==> src/rtl/toggle_period_rx_if.sv <==
`default_nettype none
// +----------------------------------------------------------------------+
// | toggle_period_rx_if                                                  |
// | Raw blink input and measurement outputs of toggle_period_rx.         |
// | Rev 1.0                                                              |
// +----------------------------------------------------------------------+
interface toggle_period_rx_if #(
   parameter int CNT_W = 27
);
   logic             din;
   logic             level;
   logic             edge_pulse;
   logic [CNT_W-1:0] half_period;
   logic             period_valid;
   logic             locked;
   logic             timeout;

   modport master (
      output din,
      input  level, edge_pulse, half_period, period_valid, locked, timeout
   );

   modport slave (
      input  din,
      output level, edge_pulse, half_period, period_valid, locked, timeout
   );
endinterface
`default_nettype wire

==> src/rtl/toggle_period_rx.sv <==
`default_nettype none
// +----------------------------------------------------------------------+
// | toggle_period_rx                                                     |
// | Debounces a blinking input, measures half-periods, tracks lock.      |
// | Rev 1.0                                                              |
// +----------------------------------------------------------------------+
module toggle_period_rx #(
   parameter int CLK_FREQ        = 50_000_000,
   parameter int CNT_W           = 27,
   parameter int DEBOUNCE_CYCLES = CLK_FREQ / 50_000,
   parameter int TIMEOUT_CYCLES  = 2 * CLK_FREQ,
   parameter int TOL             = CLK_FREQ / 100,
   parameter int LOCK_COUNT      = 4
) (
   input  logic              clk,
   input  logic              rst,
   toggle_period_rx_if.slave bus
);
   localparam int c_deb_w = (DEBOUNCE_CYCLES > 1) ? $clog2(DEBOUNCE_CYCLES) : 1;
   localparam int c_mat_w = (LOCK_COUNT > 1) ? $clog2(LOCK_COUNT) : 1;
   localparam logic [c_deb_w-1:0] c_deb_last = c_deb_w'(DEBOUNCE_CYCLES - 1);
   localparam logic [c_mat_w-1:0] c_mat_last = c_mat_w'(LOCK_COUNT - 1);
   localparam logic [CNT_W-1:0]   c_cnt_max  = '1;
   localparam logic [CNT_W-1:0]   c_timeout  = CNT_W'(TIMEOUT_CYCLES);
   localparam logic [CNT_W:0]     c_tol      = (CNT_W + 1)'(TOL);

   typedef enum logic [1:0] {
      S_IDLE   = 2'd0,
      S_FIRST  = 2'd1,
      S_TRACK  = 2'd2,
      S_LOCKED = 2'd3
   } state_t;

   state_t             state_q, state_d;
   logic               sync1_q, sync1_d, sync2_q, sync2_d;
   logic               level_q, level_d, edge_q, edge_d;
   logic [c_deb_w-1:0] deb_q, deb_d;
   logic [CNT_W-1:0]   cnt_q, cnt_d, half_q, half_d;
   logic               pv_q, pv_d, locked_q, locked_d;
   logic [c_mat_w-1:0] match_q, match_d;

   logic [CNT_W:0]     w_diff;
   logic               w_match;
   logic               w_timeout;

   assign w_diff    = (cnt_q >= half_q) ? ({1'b0, cnt_q} - {1'b0, half_q})
                                        : ({1'b0, half_q} - {1'b0, cnt_q});
   assign w_match   = (w_diff <= c_tol);
   // An accepted edge in the same cycle always beats the timeout.
   assign w_timeout = (state_q != S_IDLE) && (cnt_q == c_timeout) && !edge_q;

   always_ff @(posedge clk or posedge rst) begin
      if (rst) begin
         state_q  <= S_IDLE;
         sync1_q  <= 1'b0;
         sync2_q  <= 1'b0;
         level_q  <= 1'b0;
         edge_q   <= 1'b0;
         deb_q    <= '0;
         cnt_q    <= '0;
         half_q   <= '0;
         pv_q     <= 1'b0;
         locked_q <= 1'b0;
         match_q  <= '0;
      end else begin
         state_q  <= state_d;
         sync1_q  <= sync1_d;
         sync2_q  <= sync2_d;
         level_q  <= level_d;
         edge_q   <= edge_d;
         deb_q    <= deb_d;
         cnt_q    <= cnt_d;
         half_q   <= half_d;
         pv_q     <= pv_d;
         locked_q <= locked_d;
         match_q  <= match_d;
      end
   end

   always_comb begin
      sync1_d  = bus.din;
      sync2_d  = sync1_q;
      level_d  = level_q;
      edge_d   = 1'b0;
      deb_d    = '0;
      state_d  = state_q;
      cnt_d    = cnt_q;
      half_d   = half_q;
      pv_d     = 1'b0;
      locked_d = locked_q;
      match_d  = match_q;

      if (sync2_q != level_q) begin
         if (deb_q == c_deb_last) begin
            level_d = ~level_q;
            edge_d  = 1'b1;
         end else begin
            deb_d = deb_q + 1'b1;
         end
      end

      if (edge_q) begin
         cnt_d = CNT_W'(1);
         case (state_q)
            S_IDLE: state_d = S_FIRST;
            S_FIRST: begin
               half_d  = cnt_q;
               pv_d    = 1'b1;
               match_d = '0;
               state_d = S_TRACK;
            end
            S_TRACK: begin
               half_d = cnt_q;
               pv_d   = 1'b1;
               if (!w_match) begin
                  match_d = '0;
               end else if (match_q == c_mat_last) begin
                  locked_d = 1'b1;
                  state_d  = S_LOCKED;
               end else begin
                  match_d = match_q + 1'b1;
               end
            end
            S_LOCKED: begin
               half_d = cnt_q;
               pv_d   = 1'b1;
               if (!w_match) begin
                  locked_d = 1'b0;
                  match_d  = '0;
                  state_d  = S_TRACK;
               end
            end
            default: state_d = S_IDLE;
         endcase
      end else if (w_timeout) begin
         cnt_d    = '0;
         locked_d = 1'b0;
         match_d  = '0;
         state_d  = S_IDLE;
      end else if ((state_q != S_IDLE) && (cnt_q != c_cnt_max)) begin
         cnt_d = cnt_q + 1'b1;
      end
   end

   assign bus.level        = level_q;
   assign bus.edge_pulse   = edge_q;
   assign bus.half_period  = half_q;
   assign bus.period_valid = pv_q;
   assign bus.locked       = locked_q;
   assign bus.timeout      = w_timeout;

endmodule
`default_nettype wire
==> src/flat_wrapper.sv <==
// flat-port wrapper written by rule: the top's interface ports become plain ports
module toggle_period_rx_flat 
#(
   parameter int CLK_FREQ        = 50_000_000,
   parameter int CNT_W           = 27,
   parameter int DEBOUNCE_CYCLES = CLK_FREQ / 50_000,
   parameter int TIMEOUT_CYCLES  = 2 * CLK_FREQ,
   parameter int TOL             = CLK_FREQ / 100,
   parameter int LOCK_COUNT      = 4
)
  (clk, rst, bus_din, bus_level, bus_edge_pulse, bus_half_period, bus_period_valid, bus_locked, bus_timeout);
  toggle_period_rx_if #(.CNT_W(CNT_W)) bus_i ();
  input  logic clk;
  input  logic rst;
  input wire logic [$bits(bus_i.din)-1:0] bus_din;
  output wire logic [$bits(bus_i.level)-1:0] bus_level;
  output wire logic [$bits(bus_i.edge_pulse)-1:0] bus_edge_pulse;
  output wire logic [$bits(bus_i.half_period)-1:0] bus_half_period;
  output wire logic [$bits(bus_i.period_valid)-1:0] bus_period_valid;
  output wire logic [$bits(bus_i.locked)-1:0] bus_locked;
  output wire logic [$bits(bus_i.timeout)-1:0] bus_timeout;
  assign bus_i.din = bus_din;
  assign bus_level = bus_i.level;
  assign bus_edge_pulse = bus_i.edge_pulse;
  assign bus_half_period = bus_i.half_period;
  assign bus_period_valid = bus_i.period_valid;
  assign bus_locked = bus_i.locked;
  assign bus_timeout = bus_i.timeout;
  toggle_period_rx #(.CLK_FREQ(CLK_FREQ), .CNT_W(CNT_W), .DEBOUNCE_CYCLES(DEBOUNCE_CYCLES), .TIMEOUT_CYCLES(TIMEOUT_CYCLES), .TOL(TOL), .LOCK_COUNT(LOCK_COUNT)) u_core (.clk(clk), .rst(rst), .bus(bus_i));
endmodule
==> config.mk <==
export PLATFORM = sky130hd
export DESIGN_NAME = toggle_period_rx_flat
export DESIGN_NICKNAME = d
export VERILOG_FILES = /design/src/rtl/toggle_period_rx_if.sv /design/src/rtl/toggle_period_rx.sv /design/src/flat_wrapper.sv
export SDC_FILE = /design/constraint.sdc
export NUM_CORES = 1
export LEC_CHECK = 0
export BUFFER_PORTS_ARGS = -buffer_cell sky130_fd_sc_hd__buf_2
export CAP_MARGIN = 10
export CORE_MARGIN = 5
export CORE_UTILIZATION = 28
export DETAILED_ROUTE_END_ITERATION = 6
export PLACE_DENSITY = 0.52
export SLEW_MARGIN = 20
export SYNTH_ARGS = -nofsm -noshare
export SYNTH_HDL_FRONTEND = slang
export SYNTH_SLANG_ARGS = --single-unit
==> constraint.sdc <==
create_clock -name clk -period 12.4 [get_ports clk]
set_clock_uncertainty 0.05 [all_clocks]
set_input_delay 0.62 -clock clk [delete_from_list [all_inputs] [get_ports clk]]
set_output_delay 0.62 -clock clk [all_outputs]
set_load 0.01 [all_outputs]
==> impl_metrics.env, run 1 <==
export IMPL_status="completed"
export IMPL_synth_distinct_cells=72
export IMPL_io_pins=35
export IMPL_whs_endpoint="u_core.sync2_q"
export IMPL_start_util=0.283
export IMPL_critPathLaunchType="flop"
export IMPL_drt_pre_antenna_iters=5
export IMPL_gp_congestion=0.859
export IMPL_rr_endpoint="u_core.match_q[0]"
export IMPL_grt_max_degree=75
export IMPL_stdcell_area_um2=7070
export IMPL_ys_seq_elements=74
export IMPL_cts_repair_resized=0
export IMPL_fill_cells=2352
export IMPL_yosysTopAreaCellShare=0.290
export IMPL_p_leak_nw=3.20
export IMPL_period_needed_ns=5.05
export IMPL_clock_sinks=74
export IMPL_ir_worst_vdd_v=0.0000681
export IMPL_clkLatencyLatePin_ns=0.34
export IMPL_whs_path_depth=0
export IMPL_fp_dieW_um=161
export IMPL_coreArea_um2=22500
export IMPL_num_antenna_cells=0
export IMPL_synth_top_cell_by_area="dfrtp_1"
export IMPL_synth_main_ff_cell="dfrtp_1"
export IMPL_cts_clk_slew_worst_paths_ns=0.07
export IMPL_vias=5501
export IMPL_antenna_found_initial=0
export IMPL_dp_hpwl_um=14500
export IMPL_fin_cells=1082
export IMPL_post_cts_buffers=0
export IMPL_fin_hold_ws_ns=0.305
export IMPL_crit_path_end_kind="flop"
export IMPL_worstMarginPinSlew_ns=1.01
export IMPL_final_util=0.314
export IMPL_dieHeight_um=161
export IMPL_syn_nets=841
export IMPL_p_per_area_nw_per_um2=75.8
export IMPL_ant_nets=0
export IMPL_numPortBuffers=34
export IMPL_final_setup_viol_count=0
export IMPL_syn_to_final_growth_pct=10.8
export IMPL_cts_tree="yes"
export IMPL_rsz0062_at_grt="no"
export IMPL_startpoint="u_core.cnt_q[5]"
export IMPL_reg2regPathDepth=14
export IMPL_placementRows=55
export IMPL_root_buffer="clkbuf_16"
export IMPL_grt_overflow=0
export IMPL_max_slew_margin_rel=0.318
export IMPL_h_tree_depth=3
export IMPL_layout_nets=853
export IMPL_synth_edf_count=0
export IMPL_grt_pass1_vias=5478
export IMPL_cts_hold_buf=0
export IMPL_hold_violations=0
export IMPL_syn_inst=780
export IMPL_drv_cap=0
export IMPL_tns_ns=0
export IMPL_r2r_start="u_core.cnt_q[5]"
export IMPL_yosys_top_cells_area="dfrtp_1, ha_1, xnor2_1"
export IMPL_vias_per_cell=5.08
export IMPL_place_area_um2=6740
export IMPL_path_class="reg2reg"
export IMPL_rrSetupSlack_ns=7.35
export IMPL_grt_pass1_wl_um=30100
export IMPL_yosysMostFrequentCell="inv_1"
export IMPL_avgSynthCellArea_um2=8.17
export IMPL_fmax_mhz=198
export IMPL_drive_above_1_share=0.0979
export IMPL_ys_seq_area_frac=0.290
export IMPL_ys_warn_count=0
export IMPL_cts_buffers=9
export IMPL_drc_errors=0
export IMPL_dieArea_um2=25900
export IMPL_drv_slew=0
export IMPL_synth_commonest_cells="inv_1, dfrtp_1, nand2_1, nor2_1, ha_1"
export IMPL_critPathMaxFanout=15
export IMPL_drtIter0Drc=354
export IMPL_critPathRequiredTime_ns=12.56
export IMPL_ys_async_sr_fraction=1.00
export IMPL_synth_area_um2=6380
export IMPL_grt_use_total=0.143
export IMPL_placed_cells=1066
export IMPL_clock_path_buffers=2
export IMPL_wl_um=18100
export IMPL_wl_per_cell_um=16.7
export IMPL_arrival_ns=5.21
export IMPL_hp_start="u_core.sync1_q"
export IMPL_hold_path_class="reg2reg"
export IMPL_fin_crit_sh=0.407
-- per-stage QoR --
step / power [mW] / setup WS [ns]
floorplan: 0.253 / 8.37
global placement: 0.256 / 7.61
detailed placement: 0.256 / 7.44
CTS: 0.546 / 7.41
global route: 0.559 / 6.99
finish: 0.536 / 7.35
-- power breakdown --
part           switching (mW)  internal, mW
Clock                   0.108         0.178
Combinational         0.00601       0.00144
Sequential           0.000735         0.243
-- area by class of cell --
class,instances,area (µm²),area share
clock buffers,9,225,0.0319
clock inverters,7,98.8,0.0140
inverters,75,283,0.0400
multi-input cells,595,4060,0.574
flip-flops and latches,74,1850,0.262
well taps,285,357,0.0505
repair buffers,37,193,0.0273
-- layer usage --
| layer | track usage | routed length (µm) | share of wire | up-vias |
|---|---|---|---|---|
| met2 | 0.237 | 8500 | 0.47 | 107 |
| met5 | 0 | 0 | 0 | - |
| met4 | 0.0531 | 503 | 0.028 | 0 |
| met1 | 0.190 | 8470 | 0.47 | 2596 |
| met3 | 0.0221 | 642 | 0.035 | 30 |
| li1 | - | - | - | 2768 |
-- placed cells by master, fill, tap and decap left out, types with 4 or more instances in the layout --
master / Yosys / final
nor3_1: 15 / 15
o31ai_1: 9 / 9
xnor2_1: 52 / 52
a21o_1: 16 / 16
nand3_1: 14 / 14
nand4_1: 27 / 27
buf_2: 7 / 34
nor2_1: 71 / 71
o21ai_0: 51 / 51
o21bai_1: 11 / 11
o221ai_1: 4 / 4
a31oi_1: 4 / 4
and2_1: 5 / 5
a21oi_1: 54 / 54
and4_1: 6 / 6
a211oi_1: 5 / 5
nor2b_1: 9 / 9
nor4_1: 8 / 8
inv_1: 75 / 74
o22ai_1: 6 / 6
clkbuf_16: 0 / 9
nand2_1: 72 / 72
and3_1: 6 / 6
ha_1: 58 / 58
xor2_1: 10 / 10
o21a_1: 5 / 5
mux2i_1: 11 / 11
o21ai_1: 6 / 6
dfrtp_1: 74 / 74
a221oi_1: 4 / 4
-- cells by family after synthesis --
logic type,share of synthesized area
multiplexers,0.0226
AO/OA/AOI/OAI,0.224
flip-flops,0.290
XOR/XNOR,0.0852
AND/OR/NAND/NOR,0.191
adder cells (fa/ha/maj),0.114
buffers and inverters,0.0732
-- state kept, by name, summed over array words and instances, names as in the netlist, 2 cells and up --
register                count
u_core.bus.half_period     27
u_core.cnt_q               27
u_core.deb_q               10
u_core.match_q              2
u_core.state_q              2
-- worst max path at each step --
stage                                   end  depth (start not counted)
after floorplan           u_core.match_q[0]                         17
after global placement    u_core.match_q[0]                         14
after detailed placement  u_core.match_q[0]                         13
after CTS                 u_core.match_q[0]                         13
after global routing      u_core.match_q[0]                         14
final                     u_core.match_q[0]                         14
-- worst max-delay path: stages, from the launching register on --
cell       delay (ns)
dfrtp_1          0.45
ha_1             0.61
a21oi_1          0.13
o21ai_1          0.17
nor2b_1          0.24
a2111oi_4        0.11
a2111oi_4        0.51
or2_1            0.60
mux2i_1          0.38
xor2_1           0.14
o311a_1          0.37
o21ai_1          0.26
a2111oi_0        0.18
nor3_1           0.34
mux2_1           0.36
(Power assumes the default switching activity.)
==> run 2, diff against run 1 <==
==> constraint.sdc (replaced) <==
create_clock -name clk -period 4.9 [get_ports clk]
set_clock_uncertainty 0.05 [all_clocks]
set_input_delay 0.245 -clock clk [delete_from_list [all_inputs] [get_ports clk]]
set_output_delay 0.245 -clock clk [all_outputs]
set_load 0.01 [all_outputs]
==> impl_metrics.env, run 2 (synthesis results as in run 1) <==
export IMPL_status="completed"
export IMPL_clock_sinks=74
export IMPL_critPathRequiredTime_ns=5.07
export IMPL_rr_endpoint="u_core.match_q[0]"
export IMPL_drtIter0Drc=426
export IMPL_worstMarginPinSlew_ns=0.975
export IMPL_preCtsSetupSlack_ns=0.266
export IMPL_wl_per_cell_um=16.9
export IMPL_root_buffer="clkbuf_16"
export IMPL_drc_errors=0
export IMPL_grt_pass1_wl_um=30300
export IMPL_dieArea_um2=25900
export IMPL_dp_hpwl_um=15000
export IMPL_critPathLaunchType="flop"
export IMPL_ant_nets=0
export IMPL_cts_tree="yes"
export IMPL_drive_above_1_share=0.119
export IMPL_startpoint="u_core.cnt_q[1]"
export IMPL_cts_buffers=9
export IMPL_tns_ns=0
export IMPL_rrSetupSlack_ns=0.33
export IMPL_worst_slack_ns=0.335
export IMPL_fmax_mhz=219
export IMPL_fill_cells=2338
export IMPL_crit_path_end_kind="flop"
export IMPL_coreArea_um2=22500
export IMPL_path_cells="ha_1 > nor2b_1 > o2111ai_1 > a21oi_1 > a211o_1 > o31a_1 > a221o_1 > a221oi_1 > o41ai_2 > o221ai_2 > a2111oi_0 > nor3_1 > mux2_1"
export IMPL_hold_violations=0
export IMPL_h_tree_depth=3
export IMPL_antenna_found_initial=0
export IMPL_fp_dieW_um=161
export IMPL_gp_congestion=0.871
export IMPL_clkLatencyLatePin_ns=0.34
export IMPL_fin_crit_sh=0.932
export IMPL_wl_um=18600
export IMPL_ir_worst_vdd_v=0.000195
export IMPL_crit_buf_inv=0
export IMPL_layout_common_cells="inv_1, dfrtp_1, nand2_1"
export IMPL_grt_use_met2=0.248
export IMPL_drv_cap=0
export IMPL_critPathMaxStageDelay_ns=0.45
export IMPL_layout_nets=872
export IMPL_clock_path_buffers=2
export IMPL_worst_path_dominant_cell_family="compound AO/OA/AOI/OAI gates"
export IMPL_numPortBuffers=34
export IMPL_multiInputGateArea_um2=4060
export IMPL_cts_clk_slew_worst_paths_ns=0.07
export IMPL_seq_area_um2=1850
export IMPL_grt_util_met3=0.0164
export IMPL_vias_per_cell=5.15
export IMPL_rsz0062_at_grt="no"
export IMPL_period_needed_ns=4.57
export IMPL_max_slew_margin_rel=0.350
export IMPL_final_setup_viol_count=0
export IMPL_grt_overflow=0
export IMPL_vias=5670
export IMPL_drt_pre_antenna_iters=5
export IMPL_start_util=0.283
export IMPL_grt_max_degree=75
export IMPL_drv_slew=0
export IMPL_grt_use_total=0.144
export IMPL_io_pins=35
export IMPL_reg2regPathDepth=13
export IMPL_r2r_start="u_core.cnt_q[1]"
export IMPL_slowest_stage="dfrtp_1"
export IMPL_global_route_usage_met1=0.192
export IMPL_syn_to_final_growth_pct=12.4
export IMPL_p_per_area_nw_per_um2=175
export IMPL_grt_busiest_layer="met2"
export IMPL_num_antenna_cells=0
export IMPL_placementRows=55
export IMPL_hold_path_class="in2async"
export IMPL_arrival_ns=4.73
export IMPL_p_leak_nw=3.26
export IMPL_grt_pass1_vias=5463
export IMPL_critPathMaxFanout=5
export IMPL_path_class="reg2reg"
export IMPL_dieHeight_um=161
run 2: cell types whose count changed in the layout (fill, tap and decap cells not counted):
cell / before / now
buf_4: 3 / 21
bufinv_16: 2 / 0
clkinv_2: 2 / 3
clkinv_4: 1 / 2
dlygate4sd3_1: 0 / 1
or2_1: 1 / 0
or2_4: 0 / 1
run 2: worst max-delay path by stage:
stage	end	slack, ns	cells past startpoint
after floorplan	u_core.match_q[0]	0.87	17
after global routing	u_core.match_q[0]	0.1	13
after CTS	u_core.match_q[0]	0.25	13
final	u_core.match_q[0]	0.33	13
after detailed placement	u_core.match_q[0]	0.27	13
after global placement	u_core.match_q[0]	0.35	13
run 2: layout make-up:
class                      instances  area share
multi-input combinational        595       0.567
sequential                        74       0.258
tap                              285      0.0498
timing repair buffer              56      0.0471
inverter                          75      0.0395
clock buffer                       9      0.0314
clock inverter                     7     0.00733
run 2: metal layers:
| layer | part of all wire | wire [µm] |
|---|---|---|
| met4 | 0.015 | 278 |
| met3 | 0.029 | 540 |
| met1 | 0.46 | 8590 |
| met5 | 0 | 0 |
| met2 | 0.49 | 9200 |
run 2: timing repair:
item | 4_1_cts | 5_1_grt
hold buffers | 1 | 0
endpoints found under the setup margin | 0 | 1
buffers inserted | 0 | 0
gates resized for setup | 0 | 1
hold endpoints to repair | 1 | 0
run 2: metrics by stage:
step           hold slack, ns  utilization  std cells  total power [mW]  area, µm²
2_1_floorplan           0.226            -        780             0.641       6380
3_5_place_dp            0.289        0.306       1084             0.647       6880
5_1_grt                 0.239        0.318       1101              1.30       7170
6_report                0.125        0.318       1101              1.26       7170
4_1_cts                 0.182        0.318       1101              1.27       7160
3_3_place_gp            0.287        0.306       1084             0.647       6880
run 2: where the power goes:
group | internal (mW) | switching, mW | leakage [nW]
combinational | 0.00417 | 0.0156 | 2.10
clock | 0.346 | 0.274 | 0.136
sequential | 0.614 | 0.00191 | 1.03
run 2: tightest hold or removal path, cell delays in order:
cell and delay (ns):
buf_2 0.10, clkinv_2 0.03, buf_4 0.70
==> run 3, diff against run 2 <==
--- a/config.mk
+++ b/config.mk
@@ -7,10 +7,12 @@
 export LEC_CHECK = 0
 export BUFFER_PORTS_ARGS = -buffer_cell sky130_fd_sc_hd__buf_2
 export CAP_MARGIN = 10
+export CELL_PAD_IN_SITES_DETAIL_PLACEMENT = 0
+export CELL_PAD_IN_SITES_GLOBAL_PLACEMENT = 1
 export CORE_MARGIN = 5
 export CORE_UTILIZATION = 28
 export DETAILED_ROUTE_END_ITERATION = 6
-export PLACE_DENSITY = 0.52
+export PLACE_DENSITY = 0.62
 export SLEW_MARGIN = 20
 export SYNTH_ARGS = -nofsm -noshare
 export SYNTH_HDL_FRONTEND = slang
==> impl_metrics.env, run 3 (synthesis results as in run 1) <==
export IMPL_antenna_found_initial=0
export IMPL_drive_above_1_share=0.125
export IMPL_path_common_cell="a2111oi_4"
export IMPL_ant_nets=0
export IMPL_h_tree_depth=3
export IMPL_gp_congestion=0.874
export IMPL_ir_worst_vdd_v=0.000139
export IMPL_vias=5672
export IMPL_numPortBuffers=34
export IMPL_p_per_area_nw_per_um2=185
export IMPL_critPathMaxStageDelay_ns=0.51
export IMPL_drv_slew=0
export IMPL_critPathRequiredTime_ns=5.06
export IMPL_layout_common_cells="inv_1, dfrtp_1, nand2_1"
export IMPL_critPathMaxFanout=12
export IMPL_critPathLaunchType="flop"
export IMPL_placed_cells=1092
export IMPL_arrival_ns=4.71
export IMPL_max_slew_margin_rel=0.345
export IMPL_grt_overflow=0
export IMPL_grt_max_degree=57
export IMPL_syn_to_final_growth_pct=14.0
export IMPL_hold_violations=0
export IMPL_layout_nets=881
export IMPL_dieArea_um2=25900
export IMPL_root_buffer="clkbuf_16"
export IMPL_cts_tree="yes"
export IMPL_coreArea_um2=22500
export IMPL_final_util=0.323
export IMPL_dp_hpwl_um=15900
export IMPL_dieHeight_um=161
export IMPL_final_setup_viol_count=0
export IMPL_grt_pass1_wl_um=32000
export IMPL_cts_clk_slew_worst_paths_ns=0.07
export IMPL_preCtsSetupSlack_ns=0.314
export IMPL_path_cells="inv_1 > ha_1 > a21oi_1 > o21ai_1 > nor2b_1 > a2111oi_4 > a2111oi_4 > or2_4 > mux2i_1 > xor2_1 > and4_1 > a41oi_2 > a2111oi_0 > nor3_1 > mux2_1"
export IMPL_fin_cells=1110
export IMPL_wl_um=19900
export IMPL_stdcell_area_um2=7270
export IMPL_place_area_um2=6940
export IMPL_drt_pre_antenna_iters=5
export IMPL_rsz0062_at_grt="no"
export IMPL_finalPower_mw=1.35
export IMPL_fp_dieW_um=161
export IMPL_period_needed_ns=4.55
export IMPL_num_antenna_cells=0
export IMPL_vias_per_cell=5.11
export IMPL_io_pins=35
export IMPL_grt_use_total=0.154
export IMPL_worst_slack_ns=0.355
export IMPL_drc_errors=0
export IMPL_worstMarginPinSlew_ns=0.974
export IMPL_wl_per_cell_um=17.9
export IMPL_clock_path_buffers=2
export IMPL_p_leak_nw=3.32
export IMPL_crit_path_end_kind="flop"
export IMPL_hold_path_class="reg2reg"
export IMPL_tns_ns=0
export IMPL_drtIter0Drc=471
export IMPL_fin_hold_ws_ns=0.299
export IMPL_start_util=0.283
export IMPL_clkLatencyLatePin_ns=0.34
export IMPL_path_class="reg2reg"
export IMPL_whs_path_depth=0
export IMPL_fin_crit_sh=0.928
export IMPL_reg2regPathDepth=15
export IMPL_slowest_stage="a2111oi_4"
export IMPL_grt_pass1_vias=5669
export IMPL_placementRows=55
export IMPL_cts_buffers=9
export IMPL_drv_cap=0
export IMPL_clock_sinks=74
export IMPL_status="completed"
export IMPL_fmax_mhz=220
run 3: repair_timing:
action,4_1_cts,5_1_grt
resized for setup,0,1
buffers inserted,0,0
setup endpoints to repair,0,1
endpoints found under the hold margin,19,0
hold buffers,2,0
run 3: power breakdown:
group          total [mW]  leakage [nW]  switching, mW  internal [mW]
combinational      0.0208          2.14         0.0161        0.00466
clock               0.711         0.153          0.265          0.446
sequential          0.616          1.03        0.00187          0.614
run 3: layout make-up:
cell class | instances | area [µm²]
Clock buffer | 11 | 233
Clock inverter | 5 | 78.8
Timing Repair Buffer | 65 | 408
Multi-Input combinational cell | 595 | 4060
Sequential cell | 74 | 1850
Inverter | 75 | 283
Tap cell | 285 | 357
Fill cell | 2356 | 15200
run 3: worst max-delay path: cells and delay by family, from the launching register on:
kind                       cells  cell delay [ns]
AOI/OAI and AO/OA              6             1.76
and+or+nand+nor                4             0.92
muxes                          2             0.54
adders and majority gates      1             0.44
DFF                            1             0.38
xor gates and xnor gates       1             0.26
buffers and inverters          1             0.06
run 3: final timing paths:
check / start / to / slack, ns
hold / removal: u_core.sync1_q / u_core.sync2_q / 0.30
min in group asynchronous: rst / u_core.bus.half_period[6] / 0.36
setup reg to reg: u_core.bus.half_period[7] / u_core.match_q[0] / 0.35
max in group asynchronous: rst / u_core.cnt_q[23] / 3.36
hold reg to reg: u_core.sync1_q / u_core.sync2_q / 0.30
setup / recovery: u_core.bus.half_period[7] / u_core.match_q[0] / 0.35
run 3: metal layers:
layer	wire length (µm)	track usage
met2	9020	0.247
met1	9840	0.218
met5	0	0
met4	500	0.0500
met3	555	0.0151
